[config.mk]
export PLATFORM = sky130hd
export DESIGN_NAME = fetch_unit
export DESIGN_NICKNAME = d
export VERILOG_FILES = /design/src/rtl/fetch_unit_pkg.sv /design/src/rtl/fetch_queue.sv /design/src/rtl/fetch_unit.sv
export SDC_FILE = /design/constraint.sdc
export NUM_CORES = 1
export LEC_CHECK = 0
export CAP_MARGIN = 5
export CORE_AREA = 2 2 149 151
export DETAILED_ROUTE_END_ITERATION = 16
export DIE_AREA = 0 0 151 153
export MAX_ROUTING_LAYER = met4
export PLACE_DENSITY = 0.74
export SYNTH_ARGS = -nofsm -noshare
export SYNTH_HDL_FRONTEND = slang
export SYNTH_SLANG_ARGS = --single-unit
[constraint.sdc]
create_clock -name clk -period 6.6 [get_ports clk]
set_clock_uncertainty 0.1 [all_clocks]
set_input_delay 1.32 -clock clk [delete_from_list [all_inputs] [get_ports clk]]
set_output_delay 1.32 -clock clk [all_outputs]
set_load 0.01 [all_outputs]
[src/rtl/fetch_unit_pkg.sv]
// -----------------------------------------------------------------------------
// fetch_unit_pkg
// Shared constants for the instruction fetch stage:
//   FETCH_DEPTH : buffer entries, and the maximum of (outstanding + buffered)
//   CNT_W/cnt_t : counter type able to hold 0..FETCH_DEPTH
//   RV_NOP      : canonical RISC-V NOP (addi x0, x0, 0) shown on faulted entries
// -----------------------------------------------------------------------------
package fetch_unit_pkg;

    localparam int FETCH_DEPTH = 2;
    localparam int CNT_W       = 2;

    typedef logic [CNT_W-1:0] cnt_t;

    localparam cnt_t        DEPTH_CNT = cnt_t'(FETCH_DEPTH);
    localparam logic [31:0] RV_NOP    = 32'h0000_0013;

    // A fetch target whose low two bits are not zero cannot be fetched as a word.
    function automatic logic is_misaligned(input logic [1:0] low_bits);
        return low_bits != 2'b00;
    endfunction

endpackage

[src/rtl/fetch_queue.sv]
// -----------------------------------------------------------------------------
// fetch_queue
// Two-entry in-order FIFO of packed fetch entries {inst, pc, err}.
// The head is always held in entry0_q, so head_o comes straight from a register.
// Ports:
//   clk, reset_n   : clock, asynchronous active-low reset
//   push_i/push_data_i : write one entry (ignored when flush_i is high)
//   pop_i          : remove the head
//   flush_i        : empty the queue; wins over push
//   full_o/empty_o/count_o : occupancy
//   head_o         : oldest entry (holds RESET_DATA out of reset)
// -----------------------------------------------------------------------------
module fetch_queue
    import fetch_unit_pkg::*;
#(
    parameter int                DATA_W     = 65,
    parameter logic [DATA_W-1:0] RESET_DATA = '0
) (
    input  logic              clk,
    input  logic              reset_n,
    input  logic              push_i,
    input  logic [DATA_W-1:0] push_data_i,
    input  logic              pop_i,
    input  logic              flush_i,
    output logic              full_o,
    output logic              empty_o,
    output cnt_t              count_o,
    output logic [DATA_W-1:0] head_o
);

    logic [DATA_W-1:0] entry0_q;
    logic [DATA_W-1:0] entry1_q;
    cnt_t              count_q;
    logic              do_push;
    logic              do_pop;

    assign full_o  = (count_q == DEPTH_CNT);
    assign empty_o = (count_q == '0);
    assign count_o = count_q;
    assign head_o  = entry0_q;

    assign do_pop  = pop_i && !empty_o;
    // A push into a full queue is only legal when the head leaves in the same cycle.
    assign do_push = push_i && (!full_o || do_pop);

    // NOTE: sequential state uses non-blocking assignments so every register
    // samples the pre-edge values of the others, independent of statement order.
    always_ff @(posedge clk or negedge reset_n) begin
        if (!reset_n) begin
            // NOTE: the two entries are reset (cheap at this size) so inst/inst_pc
            // show defined values while the queue is empty after reset.
            entry0_q <= RESET_DATA;
            entry1_q <= RESET_DATA;
            count_q  <= '0;
        end else if (flush_i) begin
            count_q <= '0;
        end else begin
            unique case ({do_push, do_pop})
                2'b10: begin
                    if (empty_o) entry0_q <= push_data_i;
                    else         entry1_q <= push_data_i;
                    count_q <= count_q + cnt_t'(1);
                end
                2'b01: begin
                    entry0_q <= entry1_q;
                    count_q  <= count_q - cnt_t'(1);
                end
                2'b11: begin
                    // Occupancy is unchanged; the new entry lands behind whatever remains.
                    if (count_q == cnt_t'(1)) begin
                        entry0_q <= push_data_i;
                    end else begin
                        entry0_q <= entry1_q;
                        entry1_q <= push_data_i;
                    end
                end
                default: ;
            endcase
        end
    end

endmodule

[src/rtl/fetch_unit.sv]
// -----------------------------------------------------------------------------
// fetch_unit
// Instruction fetch stage: owns the PC, issues word requests to instruction
// memory, buffers in-order responses and hands {inst, inst_pc, fetch_error} to
// decode. Redirects flush the buffer and discard in-flight (stale) responses.
// Ports:
//   clk, reset_n                       : clock, asynchronous active-low reset
//   imem_req_valid/ready/addr          : request channel (addr = pc_q)
//   imem_resp_valid/data/error         : in-order responses, no back-pressure
//   redirect_valid/target              : one-cycle PC change (highest priority)
//   inst_valid/ready, inst, inst_pc, fetch_error : decode handshake
// -----------------------------------------------------------------------------
module fetch_unit
    import fetch_unit_pkg::*;
#(
    parameter int              XLEN     = 32,
    parameter logic [XLEN-1:0] RESET_PC = '0,
    parameter int              DEPTH    = FETCH_DEPTH  // queue is built for exactly 2
) (
    input  logic            clk,
    input  logic            reset_n,
    output logic            imem_req_valid,
    input  logic            imem_req_ready,
    output logic [XLEN-1:0] imem_req_addr,
    input  logic            imem_resp_valid,
    input  logic [XLEN-1:0] imem_resp_data,
    input  logic            imem_resp_error,
    input  logic            redirect_valid,
    input  logic [XLEN-1:0] redirect_target,
    output logic            inst_valid,
    input  logic            inst_ready,
    output logic [XLEN-1:0] inst,
    output logic [XLEN-1:0] inst_pc,
    output logic            fetch_error
);

    localparam int              ENTRY_W     = 2 * XLEN + 1;
    localparam logic [XLEN-1:0] NOP         = XLEN'(RV_NOP);
    localparam logic [XLEN-1:0] WORD_BYTES  = XLEN'(4);
    localparam logic [ENTRY_W-1:0] RESET_ENTRY = {NOP, RESET_PC, 1'b0};

    logic [XLEN-1:0]    pc_q, pc_d;
    logic [XLEN-1:0]    resp_pc_q, resp_pc_d;      // pc of the next non-stale response
    cnt_t               outstanding_q, outstanding_d;
    cnt_t               drop_cnt_q, drop_cnt_d;    // stale responses still to discard
    logic               halted_q, halted_d;
    logic               err_pending_q, err_pending_d;  // misaligned entry waits for the flush

    logic               q_push;
    logic [ENTRY_W-1:0] q_push_data;
    logic               q_full;
    logic               q_empty;
    cnt_t               q_count;
    logic [ENTRY_W-1:0] q_head;

    logic               pop;
    logic               req_fire;
    logic [2:0]         credit_used;

    assign pop = inst_valid && inst_ready;

    // Credits: everything in flight or buffered, minus the slot decode frees this
    // cycle. Using pop here is what sustains one instruction per cycle.
    assign credit_used = 3'(outstanding_q) + 3'(q_count) - 3'(pop);

    // Gated with reset_n so the request drops asynchronously with reset.
    assign imem_req_valid = reset_n && !halted_q && !redirect_valid
                            && (credit_used < 3'(DEPTH));
    assign imem_req_addr  = pc_q;
    assign req_fire       = imem_req_valid && imem_req_ready;

    // NOTE: blocking assignments in this combinational block; every signal gets
    // a default first, so no latch can be inferred on any path.
    always_comb begin
        pc_d          = pc_q;
        resp_pc_d     = resp_pc_q;
        halted_d      = halted_q;
        err_pending_d = 1'b0;
        drop_cnt_d    = drop_cnt_q;
        outstanding_d = outstanding_q + cnt_t'(req_fire) - cnt_t'(imem_resp_valid);
        q_push        = 1'b0;
        q_push_data   = {NOP, resp_pc_q, 1'b1};

        if (imem_resp_valid) begin
            if (drop_cnt_q != '0) begin
                drop_cnt_d = drop_cnt_q - cnt_t'(1);
            end else begin
                q_push      = 1'b1;
                q_push_data = {(imem_resp_error ? NOP : imem_resp_data),
                               resp_pc_q, imem_resp_error};
                resp_pc_d   = resp_pc_q + WORD_BYTES;
            end
        end

        // While this is pending every in-flight response is stale, so the
        // response path above never pushes in the same cycle.
        if (err_pending_q) begin
            q_push      = 1'b1;
            q_push_data = {NOP, resp_pc_q, 1'b1};
        end

        if (req_fire) begin
            pc_d = pc_q + WORD_BYTES;
        end

        if (redirect_valid) begin
            pc_d          = redirect_target;
            resp_pc_d     = redirect_target;
            // Whatever is still in flight after this cycle belongs to the old path.
            drop_cnt_d    = outstanding_d;
            halted_d      = is_misaligned(redirect_target[1:0]);
            err_pending_d = halted_d;
            q_push        = 1'b0;
        end
    end

    always_ff @(posedge clk or negedge reset_n) begin
        if (!reset_n) begin
            pc_q          <= RESET_PC;
            resp_pc_q     <= RESET_PC;
            outstanding_q <= '0;
            drop_cnt_q    <= '0;
            halted_q      <= 1'b0;
            err_pending_q <= 1'b0;
        end else begin
            pc_q          <= pc_d;
            resp_pc_q     <= resp_pc_d;
            outstanding_q <= outstanding_d;
            drop_cnt_q    <= drop_cnt_d;
            halted_q      <= halted_d;
            err_pending_q <= err_pending_d;
        end
    end

    fetch_queue #(
        .DATA_W     (ENTRY_W),
        .RESET_DATA (RESET_ENTRY)
    ) u_queue (
        .clk         (clk),
        .reset_n     (reset_n),
        .push_i      (q_push),
        .push_data_i (q_push_data),
        .pop_i       (pop),
        .flush_i     (redirect_valid),
        .full_o      (q_full),
        .empty_o     (q_empty),
        .count_o     (q_count),
        .head_o      (q_head)
    );

    assign inst_valid                   = !q_empty;
    assign {inst, inst_pc, fetch_error} = q_head;

    // Credit accounting must make a push into a full, non-popping queue impossible.
    a_no_overflow : assert property (@(posedge clk) disable iff (!reset_n)
        !(q_push && !redirect_valid && q_full && !pop));

endmodule

Yosys cells after proc, flatten, opt, wreduce, memory -nomap -nowiden --
Cells that the tools add are included.
Operators by class: add/subtract/negate cells 9, $lt $le $gt $ge 1, equal/unequal tests 9, muxes and demuxes 25, bitwise logic cells 1, reductions and logical operators 25
Operators by type and width (count):
- 65-bit two-way mux | 7
- 65-bit case mux with 3 select lines | 1
- 32-bit two-way mux | 6
- 65-bit case mux with 2 select lines | 1
- 32-bit by 3-bit adder with 32-bit output (second input constant) | 2
- 2-bit nonzero test | 6
- 2-bit two-way mux | 4
- 1-bit logical AND | 7
- 2-bit == test (second input constant) | 3
- 2-bit != test (second input constant) | 3
- 3-bit nonzero test | 2
- 1-bit two-way mux | 5
- 2-bit by 1-bit == test with 1-bit output (second input constant) | 2
- 1-bit zero test | 4
- 2-bit case mux with 2 select lines | 1
- 2-bit AND reduction | 2
- 4-bit AND reduction | 1
- 2-bit by 1-bit subtractor with 2-bit output (second input constant) | 2
- 2-bit by 2-bit adder with 3-bit output | 1
- 3-bit by 2-bit < comparator with 1-bit output (second input constant) | 1
- 3-bit AND reduction | 1
- 3-bit by 1-bit subtractor with 3-bit output | 1
- 2-bit by 1-bit adder with 2-bit output | 1
- 2-bit by 1-bit adder with 2-bit output (second input constant) | 1
- 5 further kinds | 5
Word-level totals: flip-flop bits (word level) 202, logic and storage cells 79

Longest topological paths before layout --
Gate-level depths: netlist of run 1.
depth in word-level cells 10, gate-level depth with buffers 18

Cells and area by module --
A second synthesis of run 1 with hierarchy kept.
Unflattened totals: cell total of the unflattened synthesis 859, area total of the unflattened synthesis 10004.6 um^2
Modules (own cells, without submodules):
- fetch_queue | instances 1, cells each 442, area an instance 5821.8 um^2
- fetch_unit | instances 1, cells each 417, area an instance 4182.8 um^2

Worst setup path before layout of run 1 --
OpenSTA, ideal clock, no wires.
path type input port to output port, from in inst_ready, to out imem_req_valid, data arrival time 2.936 ns, setup slack 2.244 ns, stages 7, path through nand2_1 clkinv_1 ha_1 nand2b_1 fa_1 xnor2_1 nor3_1
On the way: cells in the longest elaborated chain, start to end 4
RTL lines:
- from (decl) | line fetch_unit.sv:31 | input logic inst_ready,
- 1-bit logical AND | line fetch_unit.sv:60 | assign pop = inst_valid && inst_ready;
- 3-bit by 1-bit subtractor with 3-bit output | line fetch_unit.sv:64 | assign credit_used = 3'(outstanding_q) + 3'(q_count) - 3'(pop);
- 3-bit by 2-bit < comparator with 1-bit output | line fetch_unit.sv:68 | && (credit_used < 3'(DEPTH));
- 1-bit logical AND | line fetch_unit.sv:68
- to (decl) | line fetch_unit.sv:22 | output logic imem_req_valid,
Every way passes these cells.

Worst setup path after layout of run 1 --
Same ends and word-level chain as after synthesis.

==> summary.md, run 1 <==
| Metric | Value |
|---|---|
| Via count | 7,655 |
| Final hold violation count | 0 |
| Routed Antenna Nets | 0 |
| Post-Route WL | 23.34 mm |
| Async set-reset flop share out of synthesis | 100.0% |
| Buffers from clock root to sink, at most | 3 |
| Warnings from Yosys | 0 |
| Final clock period utilization by the worst path | 84.98% |
| Synth-to-Final Area Change | 27.03% |
| Worst R2R Start | u_queue.count_o[1] |
| Launching element of the worst setup path | inst_ready |
| Shortest period the worst path allows | 5.609 ns |
| Average footprint of a synthesized cell | 9.616 sq um |
| Top post-synthesis cells by count | 196 x sky130_fd_sc_hd__dfrtp_1, 188 x sky130_fd_sc_hd__nand2_1, 93 x sky130_fd_sc_hd__nor2_1, 65 x sky130_fd_sc_hd__a31oi_1, 53 x sky130_fd_sc_hd__o21ai_0 |
| Number of cell rows | 54 |
| Post_cts resized | 0 |
| Starting density of the core | 44.62% |
| Met3 WL post-DR | 1.441 mm |
| WL per Instance | 16.26 um |
| Delay of the slowest cell on the worst path | 0.50 ns |
| IO Port Bufs | 169 |
| Number of endpoints failing setup at the final stage | 0 |
| Placeable core region | 21,490 sq um |
| CP arrival | 4.19 ns |
| Worst-path cell with the longest stage delay | sky130_fd_sc_hd__clkdlybuf4s50_1 |
| WHS | 0.3730 ns |
| Non-filler cells in the finished layout | 1,435 |
| Max cap viols | 0 |
| Met2 layer wire length in the routed design | 10.67 mm |
| Reported leakage power | 4.906 nW |
| Reg2Reg Setup Slack | 2.26 ns |
| Overflow after GRT | 0 |
| Outcome | completed |
| Normalized max-slew margin | 27.44% |
| Total Die Area | 23,100 sq um |
| Endpoint kind of the worst setup timing path | output pin |
| Antenna cells | 0 |
| Class of the tightest hold or removal check | register to register |
| Overall fraction of global-route tracks in use | 20.88% |
| Pre-antenna DRT Iters | 5 |
| Clock latency on the worst-skew pair | 0.50 ns |
| Endpoint of the most critical setup path | imem_req_valid |
| WP data required | 5.18 ns |
| Fraction of post-synthesis cell area in the top cell type by area | 51.16% |
| Post-CTS clock slew at the launch and capture registers of the worst setup and hold paths | 0.05 ns |
| Pwr dens | 392.9 nW/um^2 |
| Net count of the finished layout | 1,223 |
| Layout cells sized above 1 | 9.610% |
| Number of levels the H-tree was split into | 1 |
| Main synth FF type | sky130_fd_sc_hd__dfrtp_1 |
| Total clock buffers created by CTS | 23 |
| Net count after synthesis | 1,079 |
| Worst Tran Pin Value | 1.088 ns |
| Ordered cell list for the critical path | clkdlybuf4s50_1 -> nand2_1 -> clkinv_1 -> ha_1 -> nand2b_1 -> fa_1 -> xnor2_1 -> nor3_1 -> clkdlybuf4s50_1 |
| Number of I/O pins | 170 |
| Startpoint-to-endpoint class of the critical path | input port to output pin |
| Largest net degree at the start of global routing | 128 |
| Worst R2R End | imem_req_addr[27] |
| Fmax | 0.1783 GHz |
| Cells taking the most area after synthesis | sky130_fd_sc_hd__dfrtp_1 51%, sky130_fd_sc_hd__nand2_1 7.4%, sky130_fd_sc_hd__mux2_2 5.6%, sky130_fd_sc_hd__a31oi_1 4.2%, sky130_fd_sc_hd__nor2_1 3.6% |
| Vias in the first global route | 7,344 |
| Setup tns final | 0 ns |
| Netlist Area Pre-Place | 9587 sq um |
| Number of slew-limit violations in the final report | 0 |
| Wire length of the first global-routing pass | 38.03 mm |
| Most area-hungry cell type in the Yosys netlist | sky130_fd_sc_hd__dfrtp_1 |
| DP Cell Count | 1,396 |
| Startpoint kind of the worst setup timing path | input port |
| Die Height | 153 um |
| Synthesized instance count | 997 |
| Quantity of hold-fixing buffers added after cts | 0 |
| Sum of routed wire segments on met1 | 10.83 mm |
| CTS tree | done |
| Sequential-to-total area share from yosys stat | 52.81% |
| Flip-flop and latch count after synthesis | 202 |
| CP most frequent cell | sky130_fd_sc_hd__clkdlybuf4s50_1 |
| Drt first-iter violations | 427 |
| Number of flops mapped to enable cells by yosys | 0 |
| Maximum VDD drop | 199.1 uV |
| Clk root buf | sky130_fd_sc_hd__clkbuf_16 |
| Reg2reg path depth | 13 |
| Antenna violations before repair | 0 |
| RSZ-0062 raised after global routing | false |
| DRC violation count after routing | 0 |
| Chip width | 151 um |
| Max Fanout on Critical Path | 7 |
| Highest routed metal layer | met4 |
| Via density per instance | 5.334 |
| Count of buffers added by post-CTS timing repair for setup | 0 |
| Dominant cell by count in the synthesized netlist | sky130_fd_sc_hd__dfrtp_1 |
| Total number of clock tree sinks | 202 |
| Weighted congestion reported at the end of routability-driven placement | 0.8652 |
| Dpl hpwl | 15.41 mm |
| Cell variety after synth | 47 |
## placed cells by master, fill, tap and decap left out, types with 17 or more instances in the layout
cell / netlist / routed
sky130_fd_sc_hd__nand2_1: 188 / 188
sky130_fd_sc_hd__nand4_1: 19 / 19
sky130_fd_sc_hd__a21oi_1: 20 / 19
sky130_fd_sc_hd__o21ai_0: 53 / 53
sky130_fd_sc_hd__nor2_1: 93 / 93
sky130_fd_sc_hd__inv_1: 20 / 20
sky130_fd_sc_hd__clkdlybuf4s50_1: 0 / 168
sky130_fd_sc_hd__a31oi_1: 65 / 65
sky130_fd_sc_hd__xnor2_1: 34 / 34
sky130_fd_sc_hd__a21boi_0: 17 / 17
sky130_fd_sc_hd__clkbuf_16: 0 / 23
sky130_fd_sc_hd__dfrtp_1: 196 / 196
sky130_fd_sc_hd__xor2_1: 19 / 19
sky130_fd_sc_hd__and3_1: 18 / 18
sky130_fd_sc_hd__mux2_2: 48 / 48
sky130_fd_sc_hd__nand3_1: 52 / 52
## metrics by stage
stage	area (sq um)	power, W	util [%]	setup WS [ns]
final	12180	0.004784	56.68	0.9915
after global routing	12180	0.005101	56.68	0.7759
after CTS	12180	0.004838	56.68	0.9642
after detailed placement	11490	0.003651	53.48	0.9638
after global placement	11490	0.003590	53.48	1.030
after floorplan	9587	0.002861	-	2.244
## state kept, by name, indices dropped and copies added, names as in the netlist
name and flops:
u_queue.count_o 2, drop_cnt_q 2, u_queue.head_o 65, halted_q 1, err_pending_q 1, imem_req_addr 32
outstanding_q 2, resp_pc_q 32, u_queue.entry1_q 65
## worst min-delay path by stage
| stage | from | end | slack (ns) | depth (start not counted) |
|---|---|---|---|---|
| 2_1_floorplan | u_queue.entry1_q[0] | u_queue.entry1_q[0] | 0.34 | 2 |
| 3_3_place_gp | u_queue.entry1_q[0] | u_queue.entry1_q[0] | 0.36 | 2 |
| 3_5_place_dp | u_queue.entry1_q[0] | u_queue.entry1_q[0] | 0.36 | 2 |
| 4_1_cts | u_queue.entry1_q[0] | u_queue.entry1_q[0] | 0.38 | 2 |
| 5_1_grt | u_queue.entry1_q[47] | u_queue.entry1_q[47] | 0.41 | 2 |
| 6_report | u_queue.entry1_q[0] | u_queue.entry1_q[0] | 0.37 | 2 |
## area by class of cell
class,count,area [sq um]
fillers,1900,9308
inverters,22,82.58
clock inverters,9,56.30
repair buffers,177,1768
clock buffers,30,631.9
well taps,280,350.3
multi-input cells,715,4227
flip-flops and latches,202,5062
## per-layer routing
metal | vias up | global-route usage [%]
met1 | 3648 | 29.57
met5 | - | -
li1 | 3725 | -
met4 | 0 | 4.851
met3 | 30 | 2.985
met2 | 252 | 32.01
## critical path: cells and delay by family
family,cells,cell delay (ns)
buffers and inverters,3,1.22
adders and majority gates,2,0.72
and+or+nand+nor,3,0.46
xor gates and xnor gates,1,0.47
## cell families after synthesis
kind of cell,synth area share (%)
and+or+nand+nor,20.10
DFF,52.81
AOI/OAI and AO/OA,10.90
buffers and inverters,3.472
muxes,6.369
xor gates and xnor gates,4.842
adders and majority gates,1.514
## where the power goes
| group | switching, W | leakage, nW | total, W | internal (W) |
|---|---|---|---|---|
| clock network | 0.000497 | 0.334 | 0.00117 | 0.000673 |
| registers | 0.000258 | 2.40 | 0.00192 | 0.00166 |
| logic | 0.000858 | 2.17 | 0.00170 | 0.000840 |
| total | 0.00161 | 4.91 | 0.00478 | 0.00317 |
Note: power is estimated with default switching activity, not from simulation.
==> inputs of run 2 (changes only) <==
Clock period 6.6 ns to 5.79 ns, I/O delays scaled along.
==> summary.md, run 2 (synthesis results as in run 1) <==
| Metric | Value |
|---|---|
| Chip width | 151 um |
| WP data required | 4.53 ns |
| Vias in the first global route | 7,519 |
| Clock latency on the worst-skew pair | 0.50 ns |
| Overflow after GRT | 0 |
| Routed Antenna Nets | 0 |
| Delay of the slowest cell on the worst path | 0.51 ns |
| Endpoint kind of the worst setup timing path | output pin |
| Count of buffers added by post-CTS timing repair for setup | 0 |
| Outcome | completed |
| Via count | 7,731 |
| Wire length of the first global-routing pass | 38.52 mm |
| Dpl ws | 0.4875 ns |
| Number of levels the H-tree was split into | 1 |
| Total number of clock tree sinks | 202 |
| Startpoint-to-endpoint class of the critical path | input port to output pin |
| Final hold violation count | 0 |
| Layout cells sized above 1 | 10.24% |
| Setup tns final | 0 ns |
| Maximum VDD drop | 209.2 uV |
| Pre-antenna DRT Iters | 5 |
| Normalized max-slew margin | 27.81% |
| Non-filler cells in the finished layout | 1,442 |
| Synth-to-Final Area Change | 27.59% |
| Number of slew-limit violations in the final report | 0 |
| Highest routed metal layer | met4 |
| Total clock buffers created by CTS | 22 |
| Worst Tran Pin Value | 1.083 ns |
| Worst R2R End | drop_cnt_q[1] |
| Worst-path cell with the longest stage delay | sky130_fd_sc_hd__clkdlybuf4s50_1 |
| Highest-count cells in the layout ignoring fill and taps | 196 x sky130_fd_sc_hd__dfrtp_1, 188 x sky130_fd_sc_hd__nand2_1, 168 x sky130_fd_sc_hd__clkdlybuf4s50_1 |
| Post_cts resized | 0 |
| Leading cell type in the layout, fill and taps excluded | sky130_fd_sc_hd__dfrtp_1 |
| Pwr dens | 449.2 nW/um^2 |
| Net count of the finished layout | 1,228 |
| Quantity of hold-fixing buffers added after cts | 0 |
| Worst Hold End | u_queue.entry1_q[15] |
| Slack of the critical path | 0.4621 ns |
| CP most frequent cell | sky130_fd_sc_hd__clkdlybuf4s50_1 |
| Hold Startpoint | u_queue.entry1_q[15] |
| Reported leakage power | 4.950 nW |
| DRC violation count after routing | 0 |
| Drt first-iter violations | 503 |
| Antenna cells | 0 |
| Clk root buf | sky130_fd_sc_hd__clkbuf_16 |
| Overall fraction of global-route tracks in use | 21.18% |
| Largest net degree at the start of global routing | 105 |
| Reg2reg path depth | 18 |
| CTS tree | done |
| Buffers from clock root to sink, at most | 3 |
| Post-CTS clock slew at the launch and capture registers of the worst setup and hold paths | 0.06 ns |
| Startpoint kind of the worst setup timing path | input port |
| Max Fanout on Critical Path | 7 |
| IO Port Bufs | 169 |
| Dpl hpwl | 15.95 mm |
| WL per Instance | 16.40 um |
| Class of the tightest hold or removal check | register to register |
| Final clock period utilization by the worst path | 92.02% |
| Final standard cell utilization of the core | 56.93% |
| Number of I/O pins | 170 |
| Met3 WL post-DR | 1.369 mm |
| Launching element of the worst setup path | inst_ready |
| Total Die Area | 23,100 sq um |
| Die Height | 153 um |
| Reg2Reg Setup Slack | 1.43 ns |
| Number of endpoints failing setup at the final stage | 0 |
| Via density per instance | 5.361 |
| Worst R2R Start | u_queue.count_o[1] |
| Antenna violations before repair | 0 |
| CP arrival | 4.07 ns |
| Fmax | 0.1877 GHz |
| Number of cell rows | 54 |
| Post-Route WL | 23.65 mm |
| Met2 layer wire length in the routed design | 10.83 mm |
| Number of stages on the worst hold path | 2 |
| Shortest period the worst path allows | 5.328 ns |
| Sum of routed wire segments on met1 | 10.86 mm |
| Max cap viols | 0 |
| Ordered cell list for the critical path | clkdlybuf4s50_1 -> nand2_1 -> clkinv_1 -> ha_1 -> nand2b_1 -> fa_1 -> xnor2_1 -> nor3_1 -> clkdlybuf4s50_1 |
| RSZ-0062 raised after global routing | false |
| Weighted congestion reported at the end of routability-driven placement | 0.8685 |
| Starting density of the core | 44.62% |
| DP Cell Count | 1,402 |
| Placeable core region | 21,490 sq um |
## run 2: cell types whose count changed in the layout (fill, tap and decap cells not counted), sizes merged
| cell | delta |
|---|---|
| buf | +6 |
| clkinv | +3 |
| clkinvlp | -1 |
| inv | -1 |
## run 2: critical path, delay by kind of cell
kind | cells | cell delay, ns
adders and majority gates | 2 | 0.73
and+or+nand+nor | 3 | 0.50
buffers and inverters | 3 | 1.22
xor gates and xnor gates | 1 | 0.47
## run 2: layout make-up
| type | count | area (sq um) |
|---|---|---|
| Multi-Input combinational cell | 715 | 4227 |
| Timing Repair Buffer | 183 | 1813 |
| Sequential cell | 202 | 5062 |
| Clock buffer | 30 | 641.9 |
| Fill cell | 1892 | 9254 |
| Clock inverter | 10 | 55.05 |
| Tap cell | 280 | 350.3 |
| Inverter | 22 | 82.58 |
## run 2: power breakdown
part           total [W]  internal, W  switching [W]
sequential       0.00219      0.00189       0.000299
combinational    0.00196     0.000976       0.000985
clock            0.00135     0.000777       0.000569
## run 2: worst max path at each step
stage          cells after the start  slack [ns]        endpoint
2_1_floorplan                     15        1.72   drop_cnt_q[1]
3_3_place_gp                       9        0.56  imem_req_valid
3_5_place_dp                       9        0.49  imem_req_valid
4_1_cts                            9        0.45  imem_req_valid
5_1_grt                            9        0.28  imem_req_valid
6_report                           9        0.46  imem_req_valid
## run 2: stage by stage
step	hold WS, ns	instance area (sq um)	power [W]
CTS	0.3837	12230	0.005558
global placement	0.3567	11530	0.004117
finish	0.3764	12230	0.005494
floorplan	0.3447	9587	0.003261
detailed placement	0.3692	11530	0.004186
global route	0.4028	12230	0.005854
## run 2: routing by layer
metal  vias up  track usage [%]
met5         -                -
met4         0            6.008
met3        40            2.836
met2       226            32.64
met1      3722            29.51
li1       3743                -
